**src/rtl/mips_bus_arbiter_if.sv**
```systemverilog
// Avalon-style memory bus bundle shared by the CPU masters and the RAM slave.
// The master modport is the side that issues transactions; the slave modport
// is the side that answers them.
interface mips_bus_arbiter_if;
  logic [31:0] address;
  logic        read;
  logic        write;
  logic [31:0] writedata;
  logic [3:0]  byteenable;
  logic        waitrequest;
  logic [31:0] readdata;

  modport master (
    output address, read, write, writedata, byteenable,
    input  waitrequest, readdata
  );

  modport slave (
    input  address, read, write, writedata, byteenable,
    output waitrequest, readdata
  );
endinterface

```
**src/rtl/mips_bus_arbiter.sv**
```systemverilog
// Two-master / one-slave arbiter for the CPU memory bus.
// m0 = instruction fetch, m1 = load/store. Arbitration in IDLE is zero-cycle
// (winner forwarded combinationally); the grant is then locked until the
// slave drops waitrequest, so each grant covers exactly one transaction.
// A stall watchdog raises a sticky timeout flag after WAIT_TIMEOUT
// consecutive stalled cycles on one transaction.
// Optional: define MIPS_BUS_ARB_ROUND_ROBIN_EN to break IDLE ties in favour
// of the master not served last (default: m1 always wins ties).
module mips_bus_arbiter #(
  parameter int unsigned WAIT_TIMEOUT = 16  // legal range 2..255
) (
  input  logic                     clk,
  input  logic                     reset,
  mips_bus_arbiter_if.slave        m0,
  mips_bus_arbiter_if.slave        m1,
  mips_bus_arbiter_if.master       s,
  output logic [1:0]               grant_o,
  output logic                     timeout_o
);

  typedef enum logic [1:0] {IDLE, BUSY_M0, BUSY_M1} state_e;
  typedef enum logic [1:0] {OWN_NONE = 2'b00, OWN_M0 = 2'b01, OWN_M1 = 2'b10} owner_e;

  localparam logic [7:0] TIMEOUT_CNT = 8'(WAIT_TIMEOUT);

  state_e      state_q, state_d;
  owner_e      owner;
  logic [7:0]  stall_q, stall_d;
  logic        timeout_q, timeout_d;
  logic        req0, req1;
  logic        tie_to_m0;

  assign req0 = m0.read | m0.write;
  assign req1 = m1.read | m1.write;

`ifdef MIPS_BUS_ARB_ROUND_ROBIN_EN
  // Remembers who completed last; a tie goes to the other master.
  logic last_m1_q, last_m1_d;
  assign tie_to_m0 = last_m1_q;
`else
  assign tie_to_m0 = 1'b0;
`endif

  // Current owner: locked in BUSY states, chosen by priority in IDLE.
  // Reset forces no owner so the slave sees no strobes during reset.
  always_comb begin
    // NOTE: every combinational output gets a default first so no path can
    // leave it unassigned and infer a latch.
    owner = OWN_NONE;
    if (!reset) begin
      unique case (state_q)
        IDLE: begin
          if (req1 && !(req0 && tie_to_m0)) owner = OWN_M1;
          else if (req0)                    owner = OWN_M0;
        end
        BUSY_M0: owner = OWN_M0;
        BUSY_M1: owner = OWN_M1;
        default: owner = OWN_NONE;
      endcase
    end
  end

  // Route the owner's request to the slave; everyone else is stalled.
  always_comb begin
    s.address     = '0;
    s.read        = 1'b0;
    s.write       = 1'b0;
    s.writedata   = '0;
    s.byteenable  = '0;
    m0.waitrequest = 1'b1;
    m1.waitrequest = 1'b1;
    unique case (owner)
      OWN_M0: begin
        s.address      = m0.address;
        s.read         = m0.read;
        s.write        = m0.write;
        s.writedata    = m0.writedata;
        s.byteenable   = m0.byteenable;
        m0.waitrequest = s.waitrequest;
      end
      OWN_M1: begin
        s.address      = m1.address;
        s.read         = m1.read;
        s.write        = m1.write;
        s.writedata    = m1.writedata;
        s.byteenable   = m1.byteenable;
        m1.waitrequest = s.waitrequest;
      end
      default: ;
    endcase
  end

  // Read data is broadcast; only the owner treats it as meaningful.
  assign m0.readdata = s.readdata;
  assign m1.readdata = s.readdata;

  // Next state: lock on a stall, release on completion, count stall cycles.
  always_comb begin
    state_d   = state_q;
    stall_d   = stall_q;
    timeout_d = timeout_q;
`ifdef MIPS_BUS_ARB_ROUND_ROBIN_EN
    last_m1_d = last_m1_q;
`endif
    if (owner != OWN_NONE) begin
      if (s.waitrequest) begin
        state_d = (owner == OWN_M1) ? BUSY_M1 : BUSY_M0;
        if (stall_q != 8'hFF) stall_d = stall_q + 8'd1;
        if (stall_d >= TIMEOUT_CNT) timeout_d = 1'b1;
      end else begin
        state_d = IDLE;
        stall_d = 8'd0;
`ifdef MIPS_BUS_ARB_ROUND_ROBIN_EN
        last_m1_d = (owner == OWN_M1);
`endif
      end
    end
  end

  // State, watchdog and last-owner registers with synchronous reset.
  always_ff @(posedge clk) begin
    // NOTE: sequential state uses non-blocking assignments so every register
    // samples pre-edge values regardless of statement order.
    if (reset) begin
      state_q   <= IDLE;
      stall_q   <= 8'd0;
      timeout_q <= 1'b0;
`ifdef MIPS_BUS_ARB_ROUND_ROBIN_EN
      last_m1_q <= 1'b1;
`endif
    end else begin
      state_q   <= state_d;
      stall_q   <= stall_d;
      timeout_q <= timeout_d;
`ifdef MIPS_BUS_ARB_ROUND_ROBIN_EN
      last_m1_q <= last_m1_d;
`endif
    end
  end

  assign grant_o   = owner;
  assign timeout_o = timeout_q;

endmodule

```
**src/flat_wrapper.sv**
```systemverilog
// flat-port wrapper written by rule: the top's interface ports become plain ports
module mips_bus_arbiter_flat 
#(
  parameter int unsigned WAIT_TIMEOUT = 16                       
)
  (clk, reset, grant_o, timeout_o, m0_address, m0_read, m0_write, m0_writedata, m0_byteenable, m0_waitrequest, m0_readdata, m1_address, m1_read, m1_write, m1_writedata, m1_byteenable, m1_waitrequest, m1_readdata, s_address, s_read, s_write, s_writedata, s_byteenable, s_waitrequest, s_readdata);
  mips_bus_arbiter_if m0_i ();
  mips_bus_arbiter_if m1_i ();
  mips_bus_arbiter_if s_i ();
  input  logic clk;
  input  logic reset;
  output logic [1:0] grant_o;
  output logic timeout_o;
  input wire logic [$bits(m0_i.address)-1:0] m0_address;
  input wire logic [$bits(m0_i.read)-1:0] m0_read;
  input wire logic [$bits(m0_i.write)-1:0] m0_write;
  input wire logic [$bits(m0_i.writedata)-1:0] m0_writedata;
  input wire logic [$bits(m0_i.byteenable)-1:0] m0_byteenable;
  output wire logic [$bits(m0_i.waitrequest)-1:0] m0_waitrequest;
  output wire logic [$bits(m0_i.readdata)-1:0] m0_readdata;
  input wire logic [$bits(m1_i.address)-1:0] m1_address;
  input wire logic [$bits(m1_i.read)-1:0] m1_read;
  input wire logic [$bits(m1_i.write)-1:0] m1_write;
  input wire logic [$bits(m1_i.writedata)-1:0] m1_writedata;
  input wire logic [$bits(m1_i.byteenable)-1:0] m1_byteenable;
  output wire logic [$bits(m1_i.waitrequest)-1:0] m1_waitrequest;
  output wire logic [$bits(m1_i.readdata)-1:0] m1_readdata;
  output wire logic [$bits(s_i.address)-1:0] s_address;
  output wire logic [$bits(s_i.read)-1:0] s_read;
  output wire logic [$bits(s_i.write)-1:0] s_write;
  output wire logic [$bits(s_i.writedata)-1:0] s_writedata;
  output wire logic [$bits(s_i.byteenable)-1:0] s_byteenable;
  input wire logic [$bits(s_i.waitrequest)-1:0] s_waitrequest;
  input wire logic [$bits(s_i.readdata)-1:0] s_readdata;
  assign m0_i.address = m0_address;
  assign m0_i.read = m0_read;
  assign m0_i.write = m0_write;
  assign m0_i.writedata = m0_writedata;
  assign m0_i.byteenable = m0_byteenable;
  assign m0_waitrequest = m0_i.waitrequest;
  assign m0_readdata = m0_i.readdata;
  assign m1_i.address = m1_address;
  assign m1_i.read = m1_read;
  assign m1_i.write = m1_write;
  assign m1_i.writedata = m1_writedata;
  assign m1_i.byteenable = m1_byteenable;
  assign m1_waitrequest = m1_i.waitrequest;
  assign m1_readdata = m1_i.readdata;
  assign s_address = s_i.address;
  assign s_read = s_i.read;
  assign s_write = s_i.write;
  assign s_writedata = s_i.writedata;
  assign s_byteenable = s_i.byteenable;
  assign s_i.waitrequest = s_waitrequest;
  assign s_i.readdata = s_readdata;
  mips_bus_arbiter #(.WAIT_TIMEOUT(WAIT_TIMEOUT)) u_core (.clk(clk), .reset(reset), .m0(m0_i), .m1(m1_i), .s(s_i), .grant_o(grant_o), .timeout_o(timeout_o));
endmodule
```
**config.mk**
```make
export PLATFORM = sky130hd
export DESIGN_NAME = mips_bus_arbiter_flat
export DESIGN_NICKNAME = d
export VERILOG_FILES = /design/src/rtl/mips_bus_arbiter_if.sv /design/src/rtl/mips_bus_arbiter.sv /design/src/flat_wrapper.sv
export SDC_FILE = /design/constraint.sdc
export NUM_CORES = 1
export LEC_CHECK = 0
export CAP_MARGIN = 15
export CORE_AREA = 2 2 124 126
export DETAILED_ROUTE_END_ITERATION = 8
export DIE_AREA = 0 0 126 128
export SETUP_SLACK_MARGIN = 0.1
export SYNTH_ARGS = -nofsm -noshare
export SYNTH_HDL_FRONTEND = slang
export SYNTH_SLANG_ARGS = --single-unit
```
**constraint.sdc**
```tcl
create_clock -name clk -period 1.76 [get_ports clk]
set_input_delay 0.264 -clock clk [delete_from_list [all_inputs] [get_ports clk]]
set_output_delay 0.264 -clock clk [all_outputs]
set_load 0.01 [all_outputs]
```
* Word-level counts from Yosys, hierarchy flattened
Cells that the tools add are included.
Word-level totals: register bits after elaboration 11, bits in latches 0, memory bits (writable) 0, bits in read-only memories 0, bits of input ports 175, output and inout port bits 139, word-level logic and storage cells 32, memories 0
Cells by class: $add $sub $neg 1, multiply operators 0, div/mod/pow operators 0, order comparisons 1, equal/unequal tests 5, shifts and indexed selects 0, multiplexer cells 17, bitwise operators 2, reduce and logical (&&, ||, !) cells 3
Operators by type and width (number):
- one-hot mux 32 bit (2 select lines) | 2
- 2-to-1 mux 8 bit | 4
- adder 8 x 1 -> 8 bit, second input constant | 1
- >= comparator 8 x 5 -> 1 bit, second input constant | 1
- 2-to-1 mux 2 bit | 4
- inequality test 8 bit, second input constant | 1
- one-hot mux 4 bit (2 select lines) | 1
- one-hot mux 2 bit (3 select lines) | 1
- == test 2 x 1 -> 1 bit, second input constant | 2
- == test 2 bit, second input constant | 2
- one-hot mux 1 bit (2 select lines) | 2
- 2-to-1 mux 1 bit | 3
- AND reduction 3 bit | 1
- logical NOT 2 bit | 1
- OR 1 bit | 2
- nonzero test 2 bit | 1

* Longest topological paths before layout
Gate-level depths: netlist of the first run.
depth after elaboration 9, depth in mapped cells 9, depth with buffers taken out 8

* Worst setup path before layout of the first run
No wires, ideal clock.
path type reg2out, start register u_core.state_q[1], end output port s_address[24], arrival 1835 ps, required time 1496 ps, slack -339 ps, cell stages (with the launch flop) 9, buffers on the path 2, cells stage by stage dfxtp_1 nor3_1 or3_1 inv_1 ha_1 clkbuf_1 clkbuf_1 a22oi_1 nor2b_1
On the way: cells in the longest elaborated chain, start to end 5, elaborated cells on any way between the ends 8, classes of those cells eq/ne: 4; mux: 3; reduce/logical: 1
Ends and longest elaborated chain:
- from (decl) | RTL line mips_bus_arbiter.sv:26 | state_e state_q, state_d;
- from (signal assigned) | RTL line mips_bus_arbiter.sv:132 | state_q <= state_d;
- == test 2 bit (tied with other cells) | RTL line mips_bus_arbiter.sv:51 | unique case (state_q)
- one-hot mux 2 bit (3 select lines) * | RTL line mips_bus_arbiter.sv:51
- 2-to-1 mux 2 bit * | RTL line mips_bus_arbiter.sv:50 | if (!reset) begin
- net grant_o[1] | RTL line flat_wrapper.sv:12 | output logic [1:0] grant_o;
- == test 2 bit / == test 2 x 1 -> 1 bit (equally long branches) | RTL line mips_bus_arbiter.sv:72 | unique case (owner)
- one-hot mux 32 bit (2 select lines) * | RTL line mips_bus_arbiter.sv:72
- to (decl) | RTL line flat_wrapper.sv:28 | output wire logic [$bits(s_i.address)-1:0] s_address;
The timed path passes the listed nets; every way through them passes the cells marked *.

* Worst setup path after layout of the first run
start register u_core.state_q[1], end output port s_address[0]
On the way: cells in the longest elaborated chain, start to end 5, elaborated cells on any way between the ends 8, classes of those cells eq/ne: 4; mux: 3; reduce/logical: 1
Ends and longest elaborated chain (RTL line):
- == test 2 bit (tied with other cells) | mips_bus_arbiter.sv:51
- one-hot mux 2 bit (3 select lines) * | mips_bus_arbiter.sv:51
- 2-to-1 mux 2 bit * | mips_bus_arbiter.sv:50
- == test 2 bit / == test 2 x 1 -> 1 bit (equally long branches) | mips_bus_arbiter.sv:72
- one-hot mux 32 bit (2 select lines) * | mips_bus_arbiter.sv:72
Mark *: on every way between the ends. The rest lies on a longest branch, timed or not.

==> impl_metrics.tcl, run 1 <==
set metrics [dict create \
    top_layer_used "met4" \
    max_freq_mhz 436 \
    dr_wl_met3_um 768 \
    grt_pass1_wl_mm 18.7 \
    drtAntennaViolNets 0 \
    nets 703 \
    grt-ovfl-total 0 \
    cts.sinks 11 \
    ir_drop_uv 455 \
    vias 3186 \
    async_flop_share_pct 0 \
    grt_max_degree 21 \
    fin_util_pct 38.3 \
    reg2reg_from "u_core.state_q[1]" \
    antenna_found_initial 0 \
    htreeDepth 1 \
    gp_congestion 0.797 \
    synth_edf_count 0 \
    hp-start "u_core.stall_q[1]" \
    ff2ff_setup_slack_ns -0.14 \
    placed_cell_area_um2 4530 \
    timing.max_cap.violations 0 \
    clockBufferDepth 2 \
    yosysUniqueCellTypes 36 \
    fin_crit_ns 2.30 \
    wl_met2_mm 6.79 \
    crit_type "reg2out" \
    fin_hold_ws_ns 0.509 \
    ys.warnings.count 0 \
    syn_area_um2 2230 \
    hold_path.class "reg2reg" \
    hold_viol_final 0 \
    ys_ff_latch 11 \
    drc 0 \
    fin_setup_tns_ns -31.65 \
    die_x_um 126 \
    relSlewSlack_pct 72.5 \
    vias_per_cell 4.48 \
    synth.area.top_cells "a22oi_1 (24%), buf_4 (22%), nor2b_1 (20%)" \
    yosys.area.top_type "a22oi_1" \
    cts-root-buf "clkbuf_16" \
    core_area_um2 14900 \
    drt-met1-wl_mm 5.55 \
    outcome "finished with violations" \
    hold_depth 2 \
    fin_skew_ns 0.00405 \
    cp_max_fo 6 \
    grt_pass1_vias 3260 \
    wl_per_cell_um 18.6 \
    synth_ff_type "dfxtp_1" \
    cts-buffers-inserted 3 \
    routed_wl_mm 13.3 \
    start_util_pct 15.0 \
    syn_nets 489 \
    io_buffers 217 \
    holdBufCountCts 0 \
    stdcell_area_um2 5690 \
    gr-usage-all-layers_pct 14.6 \
    cts_tree "yes" \
    synthCells 310 \
    min_to "u_core.stall_q[1]" \
    total_power_w 0.00249 \
    ioPinCount 314 \
    ys_seq_area_share_pct 9.89 \
    row_count 45 \
    setup_viol 75 \
    r2r_cells 12 \
    p_per_area_nw_per_um2 437 \
    rsz0062_at_grt "true" \
    clk_pin_slew_ns 0.04 \
    dieHeight_um 128 \
    layout_setup_ws_ns -0.536 \
    cp-end-kind "output port" \
    syn2layout_area_growth_pct 156 \
    r2r_end "u_core.state_q[0]" \
    firstDrtPassIters 4 \
    clk_latency_ns 0.24 \
    syn_avg_cell_area_um2 7.18 \
    critPathRequiredTime_ns 1.50 \
    synth_top_area_share_pct 23.9 \
    maxSlewViolCount 0 \
    n_antenna_cell 0 \
    failed_checks "negative setup slack" \
    max_slew.worst_pin.slew_ns 0.407 \
    die_area_um2 16100 \
    drt_iter0_drc 82 \
    p_leak_nw 2.16 \
    worstSetupStartpointType "register" \
    synth_common_cells "a22oi_1 (71), nor2b_1 (71), buf_4 (65), clkbuf_1 (21), dfxtp_1 (11)" \
    hpwlAfterDp_mm 7.59 \
    crit_arrival_ns 2.03 \
    min_period_over_period_pct 130 \
    drive_gt1_share_pct 63.5 \
]
state kept, by name, summed over array words and instances, names as in the netlist:
register and flops:
u_core.stall_q 8, u_core.state_q 2, u_core.timeout_o 1
per-stage QoR:
stage	instances	setup WS (ns)
2_1_floorplan	310	0.0123
3_3_place_gp	645	-1.06
3_5_place_dp	645	-1.07
4_1_cts	693	-0.611
5_1_grt	711	-0.608
6_report	711	-0.536
routing by layer:
metal  GRT usage [%]  vias to the layer above
li1                -                     1479
met1            18.8                     1555
met2            25.7                      133
met3            2.63                       19
met4            2.52                        0
met5               0                        -
placed cells by master (no fill, tap or decap), types with 9 or more instances in the layout:
master           count
buf_16              13
buf_2               62
a22oi_2             71
buf_12              14
buf_4               29
buf_6               26
dfxtp_1              9
clkdlybuf4s50_1    138
nor2b_2             68
worst max-delay path: stages (launching register included):
cell     delay, ns
dfxtp_2       0.32
buf_4         0.14
nor2_4        0.10
o21ai_4       0.08
buf_6         0.12
ha_4          0.17
buf_12        0.13
buf_12        0.13
buf_16        0.14
buf_12        0.13
a22oi_2       0.15
nor2b_2       0.05
buf_2         0.13
power by group:
| part | internal, W | total [W] | switching (W) |
|---|---|---|---|
| logic | 0.00112 | 0.00181 | 0.000694 |
| clock network | 0.000304 | 0.000416 | 0.000112 |
| registers | 0.000256 | 0.000262 | 0.00000614 |
| total | 0.00168 | 0.00249 | 0.000812 |
final cells by class:
type,instances,area (µm²)
flip-flops and latches,11,223
fillers,1462,9170
multi-input cells,205,2100
inverters,4,22.5
repair buffers,299,3040
clock buffers,4,78.8
well taps,188,235
what timing repair did:
item / in CTS / in global routing
resized for setup: 374 / 61
setup endpoints to repair: 85 / 85
gates cloned: 16 / 3
pin swaps: 24 / 28
buffers inserted: 29 / 18
kinds of logic (layout without fill, tap and decap cells):
group	count (synthesis)	after routing	synth area share, %
buffers and inverters	94	307	27.3
AO/OA/AOI/OAI	95	95	31.3
adder cells (fa/ha/maj)	4	4	2.25
AND/OR/NAND/NOR	106	106	29.3
flip-flops	11	11	9.89
worst max-delay path by stage:
stage                            startpoint             end  slack, ns  cells after the start
after global placement              m1_read  s_writedata[3]      -1.06                      7
after floorplan           u_core.state_q[1]   s_address[31]       0.01                      8
after detailed placement           m1_write  s_writedata[3]      -1.07                      7
after global routing                m0_read    s_address[0]      -0.61                     13
after CTS                 u_core.state_q[1]  s_writedata[2]      -0.61                      8
final                     u_core.state_q[1]    s_address[0]      -0.54                     12
Note: power is estimated with default switching activity, not from simulation.
==> run 2: changes to the inputs <==
--- a/config.mk
+++ b/config.mk
@@ -6,9 +6,10 @@
 export NUM_CORES = 1
 export LEC_CHECK = 0
 export CAP_MARGIN = 15
-export CORE_AREA = 2 2 124 126
+export CORE_AREA = 10 10 115 117
 export DETAILED_ROUTE_END_ITERATION = 8
-export DIE_AREA = 0 0 126 128
+export DIE_AREA = 0 0 125 127
+export PLACE_DENSITY = 0.73
 export SETUP_SLACK_MARGIN = 0.1
 export SYNTH_ARGS = -nofsm -noshare
 export SYNTH_HDL_FRONTEND = slang
==> run 2 against run 1 <==
Net effect:
- the flow still finishes with violations (negative setup slack)
- cell count down 9.4%
- final area down 6.2%
- worst hold slack worse by 0.0070 ns
- wire length up 5.2%
- combinational power down 10%
- sequential power about the same
- first-iteration DRC count up 35%
- critical path type is now in2out
- critical endpoint is now s_writedata[10]
==> impl_metrics.tcl, run 2 (synthesis results as in run 1) <==
set metrics [dict create \
    fin_skew_ns 0.00137 \
    largest_reg_flops 8 \
    n_antenna_cell 0 \
    cp-end-kind "output port" \
    firstDrtPassIters 4 \
    pre_cts_ws_ns -1.09 \
    grt_pass1_vias 3368 \
    cts-buffers-inserted 3 \
    p_per_area_nw_per_um2 431 \
    clk_pin_slew_ns 0.04 \
    stdcell_count 644 \
    grt-ovfl-total 0 \
    core_area_um2 11100 \
    layout_commonest_cell "clkdlybuf4s50_1" \
    p_leak_nw 2.02 \
    dieHeight_um 127 \
    crit_arrival_ns 1.99 \
    stdcell_area_um2 5340 \
    crit_type "in2out" \
    setup_viol 76 \
    failed_checks "negative setup slack" \
    vias_per_cell 4.90 \
    hold_path.class "reg2reg" \
    multi_input_area_um2 2080 \
    rsz0062_at_grt "true" \
    max_freq_mhz 443 \
    fillers 1019 \
    drive_gt1_share_pct 60.9 \
    ir_drop_uv 679 \
    row_count 39 \
    cts-root-buf "clkbuf_16" \
    routed_wl_mm 13.9 \
    vias 3157 \
    drt_iter0_drc 111 \
    io_buffers 217 \
    reg2reg_from "u_core.state_q[1]" \
    max_slew.worst_pin.slew_ns 0.482 \
    regMostFlops "u_core.stall_q" \
    grt_max_degree 31 \
    relSlewSlack_pct 67.5 \
    syn2layout_area_growth_pct 140 \
    gp_congestion 0.879 \
    maxSlewViolCount 0 \
    nets 681 \
    fin_util_pct 48.0 \
    fin_crit_ns 2.26 \
    grt_pass1_wl_mm 20.8 \
    gr-usage-all-layers_pct 15.9 \
    timing.max_cap.violations 0 \
    outcome "finished with violations" \
    htreeDepth 1 \
    drtAntennaViolNets 0 \
    regArea_um2 221 \
    most-common-layout-cells "clkdlybuf4s50_1 (138), a22oi_2 (68), nor2b_2 (63), buf_2 (63), buf_6 (26)" \
    clk_latency_ns 0.24 \
    cts.sinks 11 \
    placed_cell_area_um2 4500 \
    hp-start "u_core.timeout_o" \
    hpwlAfterDp_mm 9.94 \
    placed_cells 604 \
    cts_tree "yes" \
    cp_max_fo 8 \
    die_x_um 125 \
    start_util_pct 20.0 \
    worstSetupStartpointType "input pin" \
    antenna_found_initial 0 \
    layout_setup_ws_ns -0.497 \
    crit_path_start "m1_read" \
    wl_per_cell_um 21.7 \
    hold_viol_final 0 \
    drc 0 \
    die_area_um2 15900 \
    ioPinCount 314 \
    fin_hold_ws_ns 0.502 \
    critPathRequiredTime_ns 1.50 \
    clockBufferDepth 2 \
    min_period_over_period_pct 128 \
]
-- run 2: layout make-up --
type | instances | area share [%]
sequential | 11 | 4.15
timing repair buffer | 277 | 51.7
tap | 143 | 3.35
multi-input combinational | 205 | 39.0
clock buffer | 4 | 1.48
inverter | 4 | 0.328
-- run 2: where the power goes --
group          switching [W]  leakage (nW)  total [W]  internal, W
Clock               0.000112        0.0382   0.000417     0.000304
Sequential        0.00000485        0.0894   0.000260     0.000256
Combinational       0.000629          1.89    0.00162     0.000994
-- run 2: metrics by stage --
step | setup TNS (ns) | total power (W)
global placement | -77.67 | 0.00148
floorplan | 0 | 0.000979
finish | -30.23 | 0.00230
detailed placement | -80.51 | 0.00151
global route | -35.46 | 0.00241
CTS | -32.48 | 0.00223
-- run 2: repair_timing --
item	CTS	global route
setup buffers	20	8
hold buffers	0	0
setup endpoints to repair	85	84
pin swaps	30	20
gates cloned	10	0
resized for setup	406	34
-- run 2: worst paths after layout --
path / slack [ns] / depth (start not counted) / end
worst max-delay path: -0.50 / 10 / s_writedata[10]
worst min register to register: 0.50 / 2 / u_core.timeout_o
worst max register to register: -0.10 / 12 / u_core.state_q[0]
worst min-delay path: 0.50 / 2 / u_core.timeout_o
-- run 2: routing by layer --
layer  GRT usage [%]  vias to the layer above  share of wire [%]
met1            17.5                     1499                 37
li1                -                     1444                  -
met2            29.3                      192                 53
met4            2.78                        0                1.5
met5               0                        -                  0
met3            5.29                       22                8.9
-- run 2: worst max-delay path, stage by stage --
cell and delay (ns):
dlygate4sd2_1 0.29, nor3_2 0.07, or3_4 0.42, ha_4 0.21, buf_12 0.14, buf_16 0.14
a22oi_2 0.16, buf_4 0.14, nor2b_4 0.04, buf_6 0.12
